`config.mk`:
```
export PLATFORM = sky130hd
export DESIGN_NAME = sram_axis_reader
export DESIGN_NICKNAME = d
export VERILOG_FILES = /design/src/rtl/sram_axis_reader_pkg.sv /design/src/rtl/sram_rd_fifo.sv /design/src/rtl/sram_axis_reader.sv
export SDC_FILE = /design/constraint.sdc
export NUM_CORES = 1
export LEC_CHECK = 0
export CORE_MARGIN = 5
export CORE_UTILIZATION = 57
export CTS_BUF_LIST = sky130_fd_sc_hd__clkbuf_4
export CTS_CLUSTER_DIAMETER = 40
export DETAILED_ROUTE_END_ITERATION = 6
export GPL_TIMING_DRIVEN = 0
export PLACE_DENSITY = 0.88
export SLEW_MARGIN = 10
export SYNTH_ARGS = -nofsm -noshare
export SYNTH_HDL_FRONTEND = slang
export SYNTH_HIERARCHICAL = 1
export SYNTH_SLANG_ARGS = --single-unit
```
`constraint.sdc`:
```
create_clock -name clk -period 4.5 [get_ports clk]
set_input_delay 0.45 -clock clk [delete_from_list [all_inputs] [get_ports clk]]
set_output_delay 0.45 -clock clk [all_outputs]
set_load 0.02 [all_outputs]
```
`src/rtl/sram_axis_reader_pkg.sv`:
```
// Shared constants and types for the SRAM-to-AXI-Stream reader.
//   MAX_ADDR_WIDTH : SRAM word address width
//   NUM_SRAMS      : width of the bank index field
//   SRAM_WIDTH_O   : SRAM read-data width
//   FIFO_DEPTH     : return-data buffer depth
//   state_e        : reader FSM state encoding
package sram_axis_reader_pkg;

  localparam int unsigned MAX_ADDR_WIDTH = 4;
  localparam int unsigned NUM_SRAMS      = 4;
  localparam int unsigned SRAM_WIDTH_O   = 16;
  localparam int unsigned FIFO_DEPTH     = 2;

  typedef enum logic [1:0] {
    StIdle  = 2'd0,
    StRun   = 2'd1,
    StDrain = 2'd2
  } state_e;

endpackage

```
`src/rtl/sram_rd_fifo.sv`:
```
// Two-entry show-ahead FIFO holding SRAM words that could not be forwarded
// straight to the stream. rdata always presents the oldest entry.
//   clk, rst        : clock, synchronous active-low reset
//   push, wdata     : write strobe and data (caller never pushes when full)
//   pop             : remove head entry (caller never pops when empty)
//   rdata           : head entry
//   full, empty     : occupancy flags
module sram_rd_fifo
  import sram_axis_reader_pkg::*;
#(
  parameter int unsigned Width = 8
) (
  input  logic             clk,
  input  logic             rst,
  input  logic             push,
  input  logic [Width-1:0] wdata,
  input  logic             pop,
  output logic [Width-1:0] rdata,
  output logic             full,
  output logic             empty
);

  logic [Width-1:0] mem_q [FIFO_DEPTH];
  logic [Width-1:0] mem_d [FIFO_DEPTH];
  logic             wptr_q, wptr_d;
  logic             rptr_q, rptr_d;
  logic [1:0]       count_q, count_d;

  always_comb begin
    mem_d = mem_q;
    if (push) begin
      mem_d[wptr_q] = wdata;
    end
    wptr_d  = wptr_q ^ push;
    rptr_d  = rptr_q ^ pop;
    count_d = count_q + {1'b0, push} - {1'b0, pop};
    rdata   = mem_q[rptr_q];
    full    = (count_q == 2'(FIFO_DEPTH));
    empty   = (count_q == 2'd0);
  end

  always_ff @(posedge clk) begin
    if (!rst) begin
      mem_q   <= '{default: '0};
      wptr_q  <= 1'b0;
      rptr_q  <= 1'b0;
      count_q <= 2'd0;
    end else begin
      mem_q   <= mem_d;
      wptr_q  <= wptr_d;
      rptr_q  <= rptr_d;
      count_q <= count_d;
    end
  end

endmodule

```
`src/rtl/sram_axis_reader.sv`:
```
// Reads cfg_len words from one SRAM bank, starting at cfg_base_addr, and
// streams the low C_AXIS_TDATA_WIDTH bits of each word as AXI-Stream beats.
// Optional feature macro: SRAM_READER_STRIDE_EN adds cfg_stride as the address
// increment; without it the increment is 1.
//   clk, rst                     : clock, synchronous active-low reset
//   start, cfg_idx, cfg_base_addr, cfg_len (, cfg_stride) : job launch/config
//   busy, done                   : job active, one-cycle completion pulse
//   sram_out_en/idx/addr, sram_out_data : SRAM read port, 1-cycle latency
//   m_axis_tdata/tvalid/tready/tlast    : AXI-Stream master
module sram_axis_reader
  import sram_axis_reader_pkg::*;
#(
  parameter int unsigned C_AXIS_TDATA_WIDTH = 8
) (
  input  logic                           clk,
  input  logic                           rst,
  input  logic                           start,
  input  logic [NUM_SRAMS-1:0]           cfg_idx,
  input  logic [MAX_ADDR_WIDTH-1:0]      cfg_base_addr,
  input  logic [MAX_ADDR_WIDTH:0]        cfg_len,
`ifdef SRAM_READER_STRIDE_EN
  input  logic [MAX_ADDR_WIDTH-1:0]      cfg_stride,
`endif
  output logic                           busy,
  output logic                           done,
  output logic                           sram_out_en,
  output logic [NUM_SRAMS-1:0]           sram_out_idx,
  output logic [MAX_ADDR_WIDTH-1:0]      sram_out_addr,
  input  logic signed [SRAM_WIDTH_O-1:0] sram_out_data,
  output logic [C_AXIS_TDATA_WIDTH-1:0]  m_axis_tdata,
  output logic                           m_axis_tvalid,
  input  logic                           m_axis_tready,
  output logic                           m_axis_tlast
);

  localparam logic [MAX_ADDR_WIDTH:0] LenOne = 1;

  state_e                        state_q, state_d;
  logic [NUM_SRAMS-1:0]          idx_q, idx_d;
  logic [MAX_ADDR_WIDTH-1:0]     addr_q, addr_d;
  logic [MAX_ADDR_WIDTH:0]       len_q, len_d;
  logic [MAX_ADDR_WIDTH:0]       issued_q, issued_d;
  logic [MAX_ADDR_WIDTH:0]       beats_q, beats_d;
  logic                          inflight_q, inflight_d;
  logic                          done_q, done_d;
  logic [MAX_ADDR_WIDTH-1:0]     stride;

  logic [C_AXIS_TDATA_WIDTH-1:0] sram_word;
  logic [C_AXIS_TDATA_WIDTH-1:0] fifo_rdata;
  logic                          fifo_full, fifo_empty, fifo_push, fifo_pop;
  logic [1:0]                    fifo_occ;
  logic                          beat_xfer;
  logic                          unused_sram_hi;

`ifdef SRAM_READER_STRIDE_EN
  logic [MAX_ADDR_WIDTH-1:0]     stride_q, stride_d;
  assign stride = stride_q;
`else
  assign stride = {{(MAX_ADDR_WIDTH-1){1'b0}}, 1'b1};
`endif

  assign sram_word      = sram_out_data[C_AXIS_TDATA_WIDTH-1:0];
  assign unused_sram_hi = ^sram_out_data[SRAM_WIDTH_O-1:C_AXIS_TDATA_WIDTH];
  assign busy           = (state_q != StIdle);
  assign done           = done_q;
  assign sram_out_idx   = idx_q;
  assign sram_out_addr  = addr_q;

  // Datapath: buffered words go first; otherwise the word returning from the
  // SRAM this cycle is offered directly, and only parked in the FIFO if the
  // sink does not take it.
  always_comb begin
    fifo_occ      = {fifo_full, ~fifo_full & ~fifo_empty};
    m_axis_tvalid = !fifo_empty || inflight_q;
    if (!fifo_empty) begin
      m_axis_tdata = fifo_rdata;
    end else if (inflight_q) begin
      m_axis_tdata = sram_word;
    end else begin
      m_axis_tdata = '0;
    end
    m_axis_tlast = m_axis_tvalid && (beats_q == len_q - LenOne);
    beat_xfer    = m_axis_tvalid && m_axis_tready;
    fifo_pop     = beat_xfer && !fifo_empty;
    fifo_push    = inflight_q && !(beat_xfer && fifo_empty);
    // Never have more words outstanding than the FIFO could absorb.
    sram_out_en  = (state_q == StRun) && (({1'b0, fifo_occ} + {2'b00, inflight_q}) < 3'd2);
  end

  always_comb begin
    state_d    = state_q;
    idx_d      = idx_q;
    addr_d     = addr_q;
    len_d      = len_q;
    issued_d   = issued_q;
    beats_d    = beats_q;
    inflight_d = sram_out_en;
    done_d     = 1'b0;
`ifdef SRAM_READER_STRIDE_EN
    stride_d   = stride_q;
`endif
    case (state_q)
      StIdle: begin
        if (start) begin
          if (cfg_len != '0) begin
            state_d  = StRun;
            idx_d    = cfg_idx;
            addr_d   = cfg_base_addr;
            len_d    = cfg_len;
            issued_d = '0;
            beats_d  = '0;
`ifdef SRAM_READER_STRIDE_EN
            stride_d = cfg_stride;
`endif
          end else begin
            done_d = 1'b1;
          end
        end
      end
      StRun: begin
        if (sram_out_en) begin
          addr_d   = addr_q + stride;
          issued_d = issued_q + LenOne;
          if (issued_q == len_q - LenOne) begin
            state_d = StDrain;
          end
        end
      end
      StDrain: begin
        if (beat_xfer && m_axis_tlast) begin
          state_d = StIdle;
          done_d  = 1'b1;
        end
      end
      default: state_d = StIdle;
    endcase
    if (beat_xfer) begin
      beats_d = beats_q + LenOne;
    end
  end

  always_ff @(posedge clk) begin
    if (!rst) begin
      state_q    <= StIdle;
      idx_q      <= '0;
      addr_q     <= '0;
      len_q      <= '0;
      issued_q   <= '0;
      beats_q    <= '0;
      inflight_q <= 1'b0;
      done_q     <= 1'b0;
`ifdef SRAM_READER_STRIDE_EN
      stride_q   <= '0;
`endif
    end else begin
      state_q    <= state_d;
      idx_q      <= idx_d;
      addr_q     <= addr_d;
      len_q      <= len_d;
      issued_q   <= issued_d;
      beats_q    <= beats_d;
      inflight_q <= inflight_d;
      done_q     <= done_d;
`ifdef SRAM_READER_STRIDE_EN
      stride_q   <= stride_d;
`endif
    end
  end

  sram_rd_fifo #(
    .Width(C_AXIS_TDATA_WIDTH)
  ) u_fifo (
    .clk  (clk),
    .rst  (rst),
    .push (fifo_push),
    .wdata(sram_word),
    .pop  (fifo_pop),
    .rdata(fifo_rdata),
    .full (fifo_full),
    .empty(fifo_empty)
  );

endmodule

```
==> run summary <==
Status -> finished clean
Leading area contributor after synthesis -> dfxtp_1
Vias in the first global route -> 2164
WP data required -> 4.05 ns
Area delta synth->final -> 22.58%
H-tree depth -> 2
Library cells used by synthesis -> 43
Power Total -> 0.001066 W
Power share of the clock group -> 18.1%
# clock sinks -> 47
Mapped Area -> 2516 um2
Post-Synthesis Cells -> 286
Yosys top cell area share -> 37.39%
Post-CTS Setup Inserts -> 0
Total power per unit cell area -> 345.7 nW/um2
Vias per cell -> 5.396
Final HPWL DP -> 4167 um
Multi-input logic area -> 1443 um2
Hold_buf cts -> 0
CP endpoint kind -> output pin
GRT overflow -> 0
Final Wtd Congestion -> 0.7894
Yosys warning count -> 6
IO buf count -> 45
Layout cells sized above 1 -> 6.490%
Die width -> 76.44 um
Final-report setup violation count -> 0
Clk buf depth -> 2
CP arrival -> 2.57 ns
Clock Pin Slew Worst Setup and Hold Paths -> 0.13 ns
Max IR drop VDD -> 0.0002627 V
Synthesis-stage register bit count -> 47
Max Cap Viol -> 0
Post-synthesis sequential area ratio -> 37.39%
Logic gate share of total power -> 36.6%
Synth area leaders -> dfxtp_1 37%, mux2i_1 7.2%, nor2b_1 6.7%
Row cnt -> 24
DR pass1 iterations -> 4
Worst Setup Start Kind -> register
Clk_lat worst skew -> 0.35 ns
Routed WL per cell -> 13.94 um
Hold crit path type -> reg -> reg
Syn Nets -> 327
CTS tree -> built
Fill count -> 330
Nets -> 379
Peak Freq -> 331.0 MHz
Initial drt markers -> 171
Leak Pwr -> 1.145 nW
Worst-margin pin slew -> 0.5496 ns
Unrepaired setup endpoints after global routing -> no
R2r setup slk -> 2.32 ns
Starting Density -> 58.19%
Kind of critical path -> reg -> out
Detailed Route WL -> 5452 um
I/O pins -> 54
Final hold violation count -> 0
Final worst path period share -> 67.13%
Synth Flop Type -> dfxtp_1
Critical path peak fanout -> 5
Initial antenna violation count -> 0
Post-cts sizing count -> 0
Synthesized area per cell -> 8.798 um2
CP startpoint -> len_q[0]
Die height -> 76.44 um
Pint -> 0.0007046 W
Die footprint -> 5843 um2
Reg power frac -> 45.3%
Asr flop ratio synth -> 0%
Worst clock skew -> 0.01454 ns
Largest net degree at the start of global routing -> 14
DRC Markers -> 0
Setup TNS -> 0 ns
Root buffer cell -> clkbuf_4
Vias -> 2110
Worst reg2reg path startpoint -> len_q[0]
Min-delay src -> sram_out_idx[1]
Register area -> 940.9 um2
Switching part of the total -> 33.91%
Antenna viol nets, final -> 0
Total GRT Usage -> 19.08%
ANT cells -> 0
Final Max Tran Viols -> 0
Core area -> 4324 um2
Total CTS buffers -> 5
Min Tclk post-route -> 3.021 ns
Net load switching power -> 0.0003615 W
Post-synth EDFFs -> 0
Worst rel slew slack -> 63.27%
First-pass GRT wire length -> 9480 um
## cells in the mapped netlist, types with 2 or more instances
library cell  number
a21boi_1           9
clkbuf_1           8
nand2b_1           3
o21ai_0           13
and2_1             7
and3_1             2
a22oi_1            4
a21oi_1           10
buf_4              4
mux2_2             9
nand2_1           24
nand3b_1           2
nor2_1            10
mux2i_1           18
xor2_1             8
a31oi_1            3
nor2b_1           27
ha_1               8
xnor2_1            5
inv_1             18
nor3b_1            4
nand3_1           12
nor3_1             5
or2_1              4
o21ai_1            5
dfxtp_1           47
## through the flow
stage               cells  utilization (%)  instance area, um2  setup WS (ns)  hold WS, ns
CTS                   391            71.33                3084          1.460       0.4672
floorplan             286                -                2516          2.603       0.4483
global placement      383            70.11                3032          1.933       0.4413
detailed placement    383            70.11                3032          1.909       0.4500
global route          391            71.33                3084          1.289       0.4881
finish                391            71.33                3084          1.479       0.4662
## power by group through the flow
stage,combinational [W],clock (W),sequential [W]
6_report,0.000390,0.000193,0.000483
2_1_floorplan,0.000254,0,0.000493
3_3_place_gp,0.000381,0,0.000490
4_1_cts,0.000394,0.000201,0.000483
5_1_grt,0.000430,0.000222,0.000489
3_5_place_dp,0.000392,0,0.000492
## worst paths after layout
| check | end | depth (start not counted) |
|---|---|---|
| setup / recovery | m_axis_tlast | 7 |
| hold / removal | sram_out_idx[1] | 2 |
| setup reg to reg | state_q[1] | 7 |
| hold reg to reg | sram_out_idx[1] | 2 |
## worst max-delay path: stages (launching register included)
cell and delay (ns):
dfxtp_1 0.47, inv_1 0.07, ha_1 0.24, xor2_1 0.16, o21a_1 0.17, a21oi_1 0.28
and3_1 0.21, clkdlybuf4s50_1 0.60
## routing by layer
| layer | GRT usage, % | routed length [um] | up-vias |
|---|---|---|---|
| li1 | - | - | 1075 |
| met1 | 23.11 | 2462 | 986 |
| met2 | 34.25 | 2727 | 45 |
| met3 | 3.783 | 224 | 4 |
| met4 | 4.720 | 38 | 0 |
| met5 | 0 | 0 | - |
## final cells by class
cell class / count / area share, %
multi-input combinational: 208 / 46.77
sequential: 47 / 30.51
timing repair buffer: 45 / 14.60
inverter: 18 / 2.191
buffer: 13 / 2.110
tap: 52 / 2.110
clock buffer: 6 / 1.460
clock inverter: 2 / 0.2434
## state kept, by name, indices dropped and copies added, names as in the netlist
register	flops
len_q	5
beats_q	5
issued_q	5
state_q	2
inflight_q	1
sram_out_idx	4
u_fifo/rptr_q	1
u_fifo/mem_q	16
u_fifo/wptr_q	1
done	1
u_fifo/count_q	2
sram_out_addr	4
## cells by family after synthesis
logic type | count (synthesis) | synth area share, %
AND/OR/NAND/NOR | 107 | 23.22
AO/OA/AOI/OAI | 51 | 12.58
XOR/XNOR | 15 | 6.365
flip-flops | 47 | 37.39
adder cells (fa/ha/maj) | 8 | 3.978
buffers and inverters | 31 | 5.271
multiplexers | 27 | 11.19
## layout by cell type (no fill, tap or decap), types with 2 or more instances in the layout
cell type / count
clkbuf_4: 6
nand2b_1: 3
and2_1: 7
nor2_1: 10
dfxtp_1: 47
buf_4: 4
nor3_1: 5
xor2_1: 8
clkinv_1: 2
ha_1: 8
nand3b_1: 2
mux2i_1: 18
a21boi_1: 9
a21oi_1: 10
clkdlybuf4s50_1: 45
nand2_1: 24
inv_1: 18
mux2_2: 9
nor2b_1: 27
nand3_1: 12
clkbuf_1: 8
a31oi_1: 3
xnor2_1: 5
nor3b_1: 4
or2_1: 4
o21ai_1: 5
and3_1: 2
a22oi_1: 4
o21ai_0: 13
Note: power is estimated with default switching activity, not from simulation.
